File: src/rtl/alu_issue_ctrl_if.sv
// rtl/alu_issue_ctrl_if.sv - instruction handshake, ALU op/A/B/S/coms and writeback bus
interface alu_issue_ctrl_if #(
    parameter int DW = 16
);
    logic          instr_valid;
    logic [15:0]   instr;
    logic          instr_ready;
    logic [3:0]    alu_op;
    logic [DW-1:0] alu_a;
    logic [DW-1:0] alu_b;
    logic [DW-1:0] alu_s;
    logic          alu_coms;
    logic          wb_valid;
    logic [2:0]    wb_addr;
    logic [DW-1:0] wb_data;

    // The controller is the slave of the instruction stream and drives the ALU/writeback side.
    modport slave (
        input  instr_valid, instr, alu_s, alu_coms,
        output instr_ready, alu_op, alu_a, alu_b, wb_valid, wb_addr, wb_data
    );

    modport master (
        output instr_valid, instr, alu_s, alu_coms,
        input  instr_ready, alu_op, alu_a, alu_b, wb_valid, wb_addr, wb_data
    );
endinterface

File: src/rtl/alu_issue_ctrl.sv
// rtl/alu_issue_ctrl.sv - serialized issue controller: decode, register-file read, ALU drive, writeback
module alu_issue_ctrl #(
    parameter int DW   = 16,
    parameter int NREG = 8
) (
    input  logic          clk,
    input  logic          rst,
    alu_issue_ctrl_if.slave bus,
    output logic          illegal,
    output logic          busy,
    input  logic [2:0]    dbg_addr,
    output logic [DW-1:0] dbg_data
);

    typedef enum logic [1:0] {
        S_IDLE   = 2'd0,
        S_DECODE = 2'd1,
        S_EXEC   = 2'd2,
        S_WB     = 2'd3
    } state_t;

    localparam logic [3:0] OP_ADD = 4'b0011;
    localparam logic [3:0] OP_SLT = 4'b1010;
    localparam logic [3:0] OP_SOE = 4'b1011;
    localparam logic [3:0] OP_LDI = 4'b1100;

    state_t        state;
    state_t        state_next;
    logic [15:0]   ir;
    logic [DW-1:0] rf [NREG];

    logic [3:0]    opc;
    logic [2:0]    rd;
    logic [2:0]    rs;
    logic [2:0]    rt;
    logic [7:0]    imm;
    logic          is_ldi;
    logic          is_illegal;
    logic          is_cmp;
    logic [DW-1:0] rs_data;
    logic [DW-1:0] rt_data;
    logic          accept;

    assign opc        = ir[15:12];
    assign rd         = ir[11:9];
    assign rs         = ir[8:6];
    assign rt         = ir[5:3];
    assign imm        = ir[7:0];
    assign is_ldi     = (opc == OP_LDI);
    assign is_illegal = (opc > OP_LDI);
    assign is_cmp     = (opc == OP_SLT) || (opc == OP_SOE);

    // R0 is hardwired to zero on every read path.
    assign rs_data  = (rs == 3'd0) ? '0 : rf[rs];
    assign rt_data  = (rt == 3'd0) ? '0 : rf[rt];
    assign dbg_data = (dbg_addr == 3'd0) ? '0 : rf[dbg_addr];

    assign accept = bus.instr_valid && (state == S_IDLE);

    always_comb begin
        state_next      = state;
        bus.instr_ready = 1'b0;
        illegal         = 1'b0;
        busy            = (state != S_IDLE);
        case (state)
            S_IDLE: begin
                bus.instr_ready = !rst;
                if (bus.instr_valid && !rst) begin
                    state_next = S_DECODE;
                end
            end
            S_DECODE: begin
                if (is_illegal) begin
                    illegal    = !rst;
                    state_next = S_IDLE;
                end else begin
                    state_next = S_EXEC;
                end
            end
            S_EXEC:  state_next = S_WB;
            S_WB:    state_next = S_IDLE;
            default: state_next = S_IDLE;
        endcase
    end

    always_ff @(posedge clk) begin
        if (rst) begin
            state        <= S_IDLE;
            ir           <= '0;
            bus.alu_op   <= '0;
            bus.alu_a    <= '0;
            bus.alu_b    <= '0;
            bus.wb_valid <= 1'b0;
            bus.wb_addr  <= '0;
            bus.wb_data  <= '0;
            for (int i = 0; i < NREG; i++) begin
                rf[i] <= '0;
            end
        end else begin
            state        <= state_next;
            bus.wb_valid <= (state == S_EXEC);
            case (state)
                S_IDLE: begin
                    if (accept) begin
                        ir <= bus.instr;
                    end
                end
                S_DECODE: begin
                    // An illegal opcode leaves the ALU operands exactly as they were.
                    if (!is_illegal) begin
                        if (is_ldi) begin
                            bus.alu_op <= OP_ADD;
                            bus.alu_a  <= {{(DW-8){1'b0}}, imm};
                            bus.alu_b  <= '0;
                        end else begin
                            bus.alu_op <= opc;
                            bus.alu_a  <= rs_data;
                            bus.alu_b  <= rt_data;
                        end
                    end
                end
                S_EXEC: begin
                    bus.wb_addr <= rd;
                    bus.wb_data <= is_cmp ? {{(DW-1){1'b0}}, bus.alu_coms} : bus.alu_s;
                end
                S_WB: begin
                    if (rd != 3'd0) begin
                        rf[rd] <= bus.wb_data;
                    end
                end
                default: ;
            endcase
        end
    end

endmodule

File: src/flat_wrapper.sv
// flat-port wrapper written by rule: the top's interface ports become plain ports
module alu_issue_ctrl_flat 
#(
    parameter int DW   = 16,
    parameter int NREG = 8
)
  (clk, rst, illegal, busy, dbg_addr, dbg_data, bus_instr_valid, bus_instr, bus_alu_s, bus_alu_coms, bus_instr_ready, bus_alu_op, bus_alu_a, bus_alu_b, bus_wb_valid, bus_wb_addr, bus_wb_data);
  alu_issue_ctrl_if #(.DW(DW)) bus_i ();
  input  logic clk;
  input  logic rst;
  output logic illegal;
  output logic busy;
  input  logic [2:0] dbg_addr;
  output logic [DW-1:0] dbg_data;
  input wire logic [$bits(bus_i.instr_valid)-1:0] bus_instr_valid;
  input wire logic [$bits(bus_i.instr)-1:0] bus_instr;
  input wire logic [$bits(bus_i.alu_s)-1:0] bus_alu_s;
  input wire logic [$bits(bus_i.alu_coms)-1:0] bus_alu_coms;
  output wire logic [$bits(bus_i.instr_ready)-1:0] bus_instr_ready;
  output wire logic [$bits(bus_i.alu_op)-1:0] bus_alu_op;
  output wire logic [$bits(bus_i.alu_a)-1:0] bus_alu_a;
  output wire logic [$bits(bus_i.alu_b)-1:0] bus_alu_b;
  output wire logic [$bits(bus_i.wb_valid)-1:0] bus_wb_valid;
  output wire logic [$bits(bus_i.wb_addr)-1:0] bus_wb_addr;
  output wire logic [$bits(bus_i.wb_data)-1:0] bus_wb_data;
  assign bus_i.instr_valid = bus_instr_valid;
  assign bus_i.instr = bus_instr;
  assign bus_i.alu_s = bus_alu_s;
  assign bus_i.alu_coms = bus_alu_coms;
  assign bus_instr_ready = bus_i.instr_ready;
  assign bus_alu_op = bus_i.alu_op;
  assign bus_alu_a = bus_i.alu_a;
  assign bus_alu_b = bus_i.alu_b;
  assign bus_wb_valid = bus_i.wb_valid;
  assign bus_wb_addr = bus_i.wb_addr;
  assign bus_wb_data = bus_i.wb_data;
  alu_issue_ctrl #(.DW(DW), .NREG(NREG)) u_core (.clk(clk), .rst(rst), .bus(bus_i), .illegal(illegal), .busy(busy), .dbg_addr(dbg_addr), .dbg_data(dbg_data));
endmodule
File: config.mk
export PLATFORM = sky130hd
export DESIGN_NAME = alu_issue_ctrl_flat
export DESIGN_NICKNAME = d
export VERILOG_FILES = /design/src/rtl/alu_issue_ctrl_if.sv /design/src/rtl/alu_issue_ctrl.sv /design/src/flat_wrapper.sv
export SDC_FILE = /design/constraint.sdc
export NUM_CORES = 1
export LEC_CHECK = 0
export CORE_ASPECT_RATIO = 0.75
export CORE_MARGIN = 1
export CORE_UTILIZATION = 33
export CTS_BUF_LIST = sky130_fd_sc_hd__clkbuf_4 sky130_fd_sc_hd__clkbuf_8 sky130_fd_sc_hd__clkbuf_16
export DETAILED_ROUTE_END_ITERATION = 8
export PLACE_DENSITY = 0.49
export SLEW_MARGIN = 20
export SYNTH_ARGS = -nofsm -noshare
export SYNTH_HDL_FRONTEND = slang
export SYNTH_SLANG_ARGS = --single-unit
File: constraint.sdc
create_clock -name clk -period 4.8 [get_ports clk]
set_input_delay 0.48 -clock clk [delete_from_list [all_inputs] [get_ports clk]]
set_output_delay 0.48 -clock clk [all_outputs]
set_load 0.05 [all_outputs]
After elaboration in Yosys (flattened, before gate mapping)
Memories as Yosys holds them, arrays and structs flattened. A register that Yosys moved wholly into a read port is not among the register bits.
Index checks and enable logic that the tools add are counted.
{"block": "totals", "ff_bits": 74, "out_inout_bits": 75, "mem_bits_ro": 0, "inputBits": 39, "latch_bits": 0, "elab_cells": 57, "mem_bits_rw": 128, "n_memories": 1}
{"memory": "u_core.rf", "depth": 8, "width": 16, "rd": 3, "rd_clocked_by_memory_dff": 2, "wr": 8, "line": "alu_issue_ctrl.sv:30", "text": "logic [DW-1:0] rf [NREG];"}
{"block": "op_classes", "n_addsub": 0, "n_reduce_logical": 13, "div_mod_pow": 0, "bitwise": 1, "mux": 26, "magnitude_cmp": 1, "multipliers": 0, "n_shift": 0, "eq_ne": 7}
{"cell": "two-way mux 16 bit", "count": 7}
{"cell": "OR reduction 16 bit", "count": 1}
{"cell": "two-way mux 3 bit", "count": 5}
{"cell": "equality test 4 bit, second input constant", "count": 3}
{"cell": "two-way mux 1 bit", "count": 10}
{"cell": "logical NOT 3 bit", "count": 3}
{"cell": "one-hot mux 2 bit (4 select lines)", "count": 1}
{"cell": "equality test 2 bit, second input constant", "count": 2}
{"cell": "> comparator 4 bit, second input constant", "count": 1}
{"cell": "two-way mux 2 bit", "count": 2}
{"cell": "two-way mux 4 bit", "count": 1}
{"cell": "AND reduction 2 bit", "count": 2}
{"cell": "nonzero test 3 bit", "count": 1}
{"cell": "equality test 2 x 1 -> 1 bit, second input constant", "count": 1}
{"cell": "logical AND 1 bit", "count": 2}
{"cell": "logical NOT 2 bit", "count": 1}
{"cell": "inequality test 2 bit, second input constant", "count": 1}
{"cell": "nonzero test 2 bit", "count": 1}
{"cell": "logical NOT 1 bit", "count": 1}
{"cell": "logical OR 1 bit", "count": 1}
{"cell": "NOT 1 bit", "count": 1}

Logic depth before layout (Yosys ltp)
Gate-level depths: netlist of the first run.
{"block": "depth", "depth_word": 7, "ltp_mapped": 6, "ltp_nobuf": 3}

Least setup slack after synthesis of the first run
OpenSTA, ideal clock, no wires.
{"block": "synth_path", "path_type": "in2out", "from": "in rst", "to": "out illegal", "cell_stages": 3, "arrival_time_ns": 2.397, "n_path_buf": 2, "required_time_ns": 4.320, "slack_ns": 1.923, "cell_sequence": "clkbuf_1 clkbuf_1 nor4_1"}
{"block": "synth_via", "elab_chain_len": 3}
{"element": "start, declared", "line": "flat_wrapper.sv:10", "text": "input logic rst;"}
{"element": "logical NOT 1 bit", "line": "alu_issue_ctrl.sv:74", "text": "illegal = !rst;"}
{"element": "two-way mux 1 bit", "line": "alu_issue_ctrl.sv:73", "text": "if (is_illegal) begin"}
{"element": "two-way mux 1 bit", "line": "alu_issue_ctrl.sv:65", "text": "case (state)"}
{"element": "end, declared", "line": "flat_wrapper.sv:11", "text": "output logic illegal;"}
Every way passes these cells.

Final worst setup path of the first run
{"block": "layout_path", "from": "in dbg_addr[1]", "to": "out dbg_data[15]"}
{"block": "layout_via", "elab_chain_len": 2, "elab_cells_between_ends": 3}
{"element": "start, declared", "line": "flat_wrapper.sv:13", "text": "input logic [2:0] dbg_addr;"}
{"element": "memory (8 x 16 bit) or logical NOT 3 bit (tied branches)"}
{"element": "two-way mux 16 bit *", "line": "alu_issue_ctrl.sv:56", "text": "assign dbg_data = (dbg_addr == 3'd0) ? '0 : rf[dbg_addr];"}
{"element": "end, declared", "line": "flat_wrapper.sv:14", "text": "output logic [DW-1:0] dbg_data;"}
Mark *: on every way between the ends. The rest lies on a longest branch, timed or not.

==> results.md, run 1 <==
- Status: finished with violations
- Failing checks: design-rule violations
- Metal2 WL: 12.1 mm
- Relative slew margins: 31.3%
- Die X: 206 um
- Endpoints failing hold: 0
- TritonRoute pass-1 iters: 7
- Number of synthesized flops with an enable pin: 128
- Minimum clock period: 3.45 ns
- Global-route wire length before repair: 46.1 mm
- Hpwl dp: 21.0 mm
- CTS Buf Count: 24
- TNS Setup: 0 ns
- Crit path cell chain: clkdlybuf4s50_1 > nor2b_1 > buf_4 > a22oi_1 > o21ai_0 > clkdlybuf4s50_1
- Gate Count Post-Synth: 767
- CTS tree: done
- Most frequent cell after synthesis: edfxtp_1
- Wire length on met3: 2.33 mm
- Total Wirelength: 31.1 mm
- DIE HEIGHT: 155 um
- CTS clk-pin slew, worst paths: 0.06 ns
- # IOs: 114
- Worst Path Max Fanout: 11
- Num Clock Sinks: 208
- DIE AREA: 32000 um^2
- Worst slew pin tran: 1.03 ns
- DRT met1 WL: 16.1 mm
- # hold bufs at CTS: 0
- Root Buffer: clkbuf_16
- Yosys top cell area share: 37.2%
- Worst path required time: 4.32 ns
- Pin count of the biggest net entering global routing: 42
- Tcrit/Tclk final: 72.0%
- CP peak stage delay: 0.89 ns
- Post-synth cell types: 48
- Pins Over Slew Limit: 0
- Drt wl/cell: 24.1 um
- Max_cap viols: 0
- Seq cells post-synth: 208
- # placed instances: 1249
- # rows: 55
- Top cells by area, synth: edfxtp_1 (37%), dfxtp_1 (16%), mux4_2 (15%)
- Leak: 4.36 nW
- Placer Congestion: 0.809
- CP max-delay cell: clkdlybuf4s50_1
- RSZ-0062 raised after global routing: no
- Number of H-tree levels: 1
- Layout Area Growth over Synthesis: 22.7%
- Number of routed nets with antenna violations: 0
- GR Overflow Total: 0
- Non-filler cells, final: 1293
- Multi-input gate area: 4640 um^2
- Postcts setup bufs: 0
- PortBufs: 113
- Sequential share of the synthesized area: 52.7%
- Fillers: 2837
- Hold/Removal Path Class: reg -> reg
- CP Launch Type: primary input
- Flip-flop and latch area: 5450 um^2
- CP Class: in -> out
- Initial DRC count: 582
- Vias: 6940
- Main synth FF type: edfxtp_1
- Core area: 30500 um^2
- Setup Skew: 0.0109 ns
- Clock latency on the worst-skew pair: 0.53 ns
- Initial antenna violation count: 1
- Pwr Density: 361 nW/um^2
- # DRC: 4
- Synth Warn #: 0
- Avg Cell Area, Syn: 13.5 um^2
- Top post-synthesis cells by count: edfxtp_1 (128), and2_1 (113), dfxtp_1 (80), nand2_1 (71), mux4_2 (68)
- Nets: 915
- Vias in the first global route: 6596
- Worst path most repeated cell: clkdlybuf4s50_1
- Initial Util: 33.9%
- Max Freq: 0.290 GHz
- Syn Std Cell Area: 10300 um^2
- Asr flop ratio synth: 0%
- Share of layout cells above drive strength 1: 21.5%
- # setup viols final: 0
- Arr. time, crit path: 2.97 ns
- Hold_ws: 0.452 ns
- CP endpoint kind: output pin
- Maximum vdd drop: 0.194 mV
- Inserted Diodes: 0
- Total track usage: 19.7%
- Drt via density: 5.37
- Dominant cell type by area after synthesis: edfxtp_1
- CTS-repair resized insts: 0
- Top Metal Used: met4
- Clk buf depth: 3
-- placed cells by master (no fill, tap or decap), types with 7 or more instances in the layout --
cell type	netlist	routed
edfxtp_1	128	128
nor2_1	8	7
buf_4	1	19
nand2_1	71	71
conb_1	1	16
a21oi_1	39	39
mux2_2	40	40
o2bb2ai_1	8	8
clkdlybuf4s50_1	0	110
o21ai_0	8	8
and2_1	113	113
nand3_1	15	15
mux4_1	12	12
a22o_1	16	16
mux2i_1	9	9
clkbuf_16	0	26
mux4_2	68	68
a22oi_1	16	16
a221o_1	8	8
o21ai_1	14	14
dfxtp_1	80	76
-- layer usage --
metal / track usage (%) / up-vias
li1: - / 3152
met4: 4.24 / 0
met2: 25.9 / 274
met3: 4.11 / 38
met1: 32.3 / 3476
met5: 0 / -
-- stage by stage --
stage / total power [mW] / instance area (um^2) / setup WS (ns) / util (%)
final: 4.58 / 12700 / 1.35 / 41.6
after global routing: 4.73 / 12700 / 1.27 / 41.6
after CTS: 4.62 / 12700 / 1.37 / 41.6
after detailed placement: 2.72 / 11900 / 1.36 / 38.9
after global placement: 2.72 / 11900 / 1.37 / 38.9
after floorplan: 2.48 / 10400 / 1.92 / -
-- flip-flops by register name (all words and copies together) (netlist names), named ones only --
name	flops
u_core.rf	128
u_core.bus.alu_a	16
u_core.bus.alu_b	16
u_core.bus.wb_data	16
u_core.ir	16
u_core.bus.alu_op	4
u_core.bus.wb_addr	3
u_core.bus.wb_valid	1
u_core.state	1
-- layout make-up --
type                    instances  share of cell area, %
clock buffers                  33                   5.75
clock inverters                11                  0.750
inverters                       1                 0.0296
multi-input cells             509                   36.6
flip-flops and latches        208                   43.0
well taps                     399                   3.94
repair buffers                132                   9.93
-- worst max-delay path, delay by kind of cell --
family,cells,cell delay [ns]
buffers and inverters,3,1.64
AOI/OAI and AO/OA,2,0.44
and+or+nand+nor,1,0.41
-- cells by family after synthesis --
group | count (synthesis) | synth area share, %
flops | 208 | 52.7
simple gates | 245 | 13.2
compound gates | 119 | 7.83
mux | 129 | 23.1
other cells | 1 | 0.0363
buf+inv | 65 | 3.11
-- power breakdown --
group | leakage, nW | switching (mW) | internal, mW
sequential | 1.96 | 0.118 | 1.97
clock | 0.411 | 0.775 | 1.12
combinational | 1.99 | 0.327 | 0.266
total | 4.36 | 1.22 | 3.36
-- worst paths after layout --
| kind | slack, ns | startpoint | end | depth (start not counted) |
|---|---|---|---|---|
| worst max-delay path | 1.35 | dbg_addr[1] | dbg_data[15] | 6 |
| worst min-delay path | 0.45 | u_core.ir[0] | u_core.ir[0] | 2 |
| worst max register to register | 2.15 | flop | u_core.bus.alu_a[3] | 4 |
| worst min register to register | 0.45 | u_core.ir[0] | u_core.ir[0] | 2 |
(Power assumes the default switching activity.)
==> run 2: changes to the inputs <==
--- a/config.mk
+++ b/config.mk
@@ -10,7 +10,7 @@
 export CORE_UTILIZATION = 33
 export CTS_BUF_LIST = sky130_fd_sc_hd__clkbuf_4 sky130_fd_sc_hd__clkbuf_8 sky130_fd_sc_hd__clkbuf_16
 export DETAILED_ROUTE_END_ITERATION = 8
-export PLACE_DENSITY = 0.49
+export PLACE_DENSITY = 0.51
 export SLEW_MARGIN = 20
 export SYNTH_ARGS = -nofsm -noshare
 export SYNTH_HDL_FRONTEND = slang
==> constraint.sdc (replaced) <==
create_clock -name clk -period 3.1 [get_ports clk]
set_input_delay 0.31 -clock clk [delete_from_list [all_inputs] [get_ports clk]]
set_output_delay 0.31 -clock clk [all_outputs]
set_load 0.05 [all_outputs]
==> run 2 against run 1 <==
  * The run still ends with design-rule violations left
  * Critical endpoint is now illegal
  * Utilization grew 0.66 points
  * Via count shrank 1.5%
  * Critical path type is now reg -> out
  * Power grew 51%
  * Critical path depth shrank 3
  * Routed wire length shrank 2.6%
  * Clock skew grew 0.00064 ns
  * Die area is the same
  * Non-clock buffer count grew 15
  * Cell count grew 1.0%
  * Register-to-register slack lost 1.3 ns
  * Final area grew 1.6%
  * Flip-flop and latch count is the same
==> results.md, run 2 (synthesized netlist as in run 1, its figures left out) <==
- Status: finished with violations (unchanged)
- Failing checks: design-rule violations (unchanged)
- Setup Skew: 0.0116 ns (was 0.0109 ns)
- Hpwl dp: 21.6 mm (was 21.0 mm)
- Max reg flops: 128 (unchanged)
- Total Wirelength: 30.3 mm (was 31.1 mm)
- Min-delay src: rst (was u_core.ir[0])
- Met3 Track Usage GR: 3.71% (was 4.11%)
- Root Buffer: clkbuf_16 (unchanged)
- Pins Over Slew Limit: 0 (unchanged)
- Most common cell after layout, fill and taps aside: edfxtp_1 (unchanged)
- GR met2 Demand/Resource: 26.5% (was 25.9%)
- Nets: 929 (was 915)
- Share of layout cells above drive strength 1: 23.8% (was 21.5%)
- Net load switching power: 1.83 mW (was 1.22 mW)
- Leak: 4.49 nW (was 4.36 nW)
- PortBufs: 113 (unchanged)
- Initial antenna violation count: 1 (unchanged)
- RSZ-0062 raised after global routing: no (unchanged)
- CP Class: reg -> out (was in -> out)
- Fillers: 2800 (was 2837)
- CP endpoint kind: output pin (unchanged)
- Number of routed nets with antenna violations: 0 (unchanged)
- CP Launch Type: flop (was primary input)
- Reg2reg end: u_core.bus.alu_b[11] (was u_core.bus.alu_a[3])
- Minimum clock period: 2.75 ns
- Core area: 30500 um^2 (unchanged)
- Hold worst-path end: u_core.bus.alu_op[0] (was u_core.ir[0])
- Initial DRC count: 621 (was 582)
- Hold/Removal Path Class: in -> reg (was reg -> reg)
- Clk pwr share: 38.9% (was 41.4%)
- Reg power frac: 46.4% (was 45.7%)
- Vias in the first global route: 6564 (was 6596)
- Number of H-tree levels: 1 (unchanged)
- Die X: 206 um (unchanged)
- Max Freq: 0.363 GHz
- CTS Buf Count: 23 (was 24)
- Combinational Power Share: 14.7% (was 12.9%)
- Switching Share: 26.6% (was 26.7%)
- # IOs: 114 (unchanged)
- Total track usage: 19.2% (was 19.7%)
- GRT busiest layer: met1 (unchanged)
- Hold Crit Depth: 2 (unchanged)
- Most flops, register: u_core.rf (unchanged)
- Max_cap viols: 0 (unchanged)
- CTS clk-pin slew, worst paths: 0.06 ns (about the same)
- Endpoints failing hold: 0 (unchanged)
- Initial Util: 33.9% (unchanged)
- Worst path required time: 2.79 ns (was 4.32 ns)
- Pint: 5.06 mW (was 3.36 mW)
- Multi-input gate area: 4630 um^2 (was 4640 um^2)
- # setup viols final: 0 (unchanged)
- Global-route wire length before repair: 45.0 mm (was 46.1 mm)
- Met1 usage: 31.1% (was 32.3%)
- Worst Path Max Fanout: 11 (unchanged)
- Placer Congestion: 0.842 (was 0.809)
- Pwr Density: 535 nW/um^2 (was 361 nW/um^2)
- Postcts setup bufs: 0 (unchanged)
- TritonRoute pass-1 iters: 7 (unchanged)
- Hold_ws: 0.215 ns (was 0.452 ns)
- Drt via density: 5.24 (was 5.37)
- GR Overflow Total: 0 (unchanged)
- Clk buf depth: 3 (unchanged)
- # rows: 55 (unchanged)
- TNS Setup: 0 ns (unchanged)
- Maximum vdd drop: 0.315 mV (was 0.194 mV)
- CTS-repair resized insts: 0 (unchanged)
- # hold bufs at CTS: 0 (unchanged)
- Clock latency on the worst-skew pair: 0.52 ns (was 0.53 ns)
- Commonest non-fill, non-tap cells in the layout: edfxtp_1 (128), and2_1 (113), clkdlybuf4s50_1 (95), dfxtp_1 (79), nand2_1 (71) (was edfxtp_1 (128), and2_1 (113), clkdlybuf4s50_1 (110), dfxtp_1 (76), nand2_1 (71))
- CTS tree: done (unchanged)
- Tcrit/Tclk final: 88.8%
- Layout Area Growth over Synthesis: 24.6% (was 22.7%)
- DIE HEIGHT: 155 um (unchanged)
- DIE AREA: 32000 um^2 (unchanged)
- Drt wl/cell: 23.2 um (was 24.1 um)
- Reg-to-reg startpoint: u_core.state[0]
- Relative slew margins: 39.9% (was 31.3%)
- Num Clock Sinks: 208 (unchanged)
- Setup slack, reg-to-reg: 0.89 ns (was 2.15 ns)
- Arr. time, crit path: 2.44 ns (was 2.97 ns)
- Vias: 6837 (was 6940)
- Worst slew pin tran: 0.902 ns (was 1.03 ns)
- # DRC: 8 (was 4)
- Pin count of the biggest net entering global routing: 36 (was 42)
- Flip-flop and latch area: 5450 um^2 (about the same)
- Reg2Reg Depth: 3 (was 4)
## run 2: cell types whose count changed in the layout (fill, tap and decap cells not counted), sizes merged
| cell | change |
|---|---|
| clkdlybuf4s50 | -15 |
| clkbuf | -4 |
| diode | +1 |
| clkinvlp | -1 |
| buf | +30 |
| inv | +2 |
## run 2: cell type report
| type | instances | area share, % |
|---|---|---|
| well taps | 399 | 3.88 |
| flip-flops and latches | 208 | 42.3 |
| diodes | 1 | 0.0194 |
| clock inverters | 12 | 0.787 |
| clock buffers | 29 | 4.92 |
| multi-input cells | 509 | 35.9 |
| repair buffers | 147 | 12.1 |
| inverters | 1 | 0.0292 |
## run 2: layer usage
metal,vias up,wire (um)
met1,3424,15600
met2,214,12400
met4,0,367
li1,3172,-
met5,-,0
met3,27,1940
## run 2: worst max path at each step
stage | from | end | slack, ns | depth (start not counted)
5_1_grt | u_core.ir[14] | illegal | 0.24 | 3
4_1_cts | u_core.ir[14] | illegal | 0.32 | 3
2_1_floorplan | rst | illegal | 0.56 | 3
6_report | u_core.ir[14] | illegal | 0.35 | 3
3_5_place_dp | dbg_addr[1] | dbg_data[15] | 0.67 | 6
3_3_place_gp | dbg_addr[1] | dbg_data[15] | 0.68 | 6
## run 2: worst max-delay path: stages, from the launching register on
cell and delay, ns:
dfxtp_1 0.50, nand2_1 0.26, nor4_1 0.32, clkdlybuf4s50_1 0.86
## run 2: stage by stage
stage | setup WS (ns) | area, um^2 | power (mW) | std cells | util, %
final | 0.347 | 12900 | 6.89 | 1306 | 42.2
after global placement | 0.682 | 12100 | 4.27 | 1264 | 39.8
after floorplan | 0.563 | 10400 | 3.85 | 782 | -
after detailed placement | 0.668 | 12100 | 4.27 | 1264 | 39.8
after global routing | 0.245 | 12900 | 7.15 | 1305 | 42.2
after CTS | 0.319 | 12900 | 6.97 | 1305 | 42.2
## run 2: power by group through the flow
stage	Sequential (mW)	Combinational [mW]	Clock [mW]
after detailed placement	3.25	1.02	0
after floorplan	3.26	0.585	0
after global placement	3.25	1.02	0
after CTS	3.19	1.02	2.75
final	3.20	1.01	2.68
after global routing	3.21	1.07	2.86
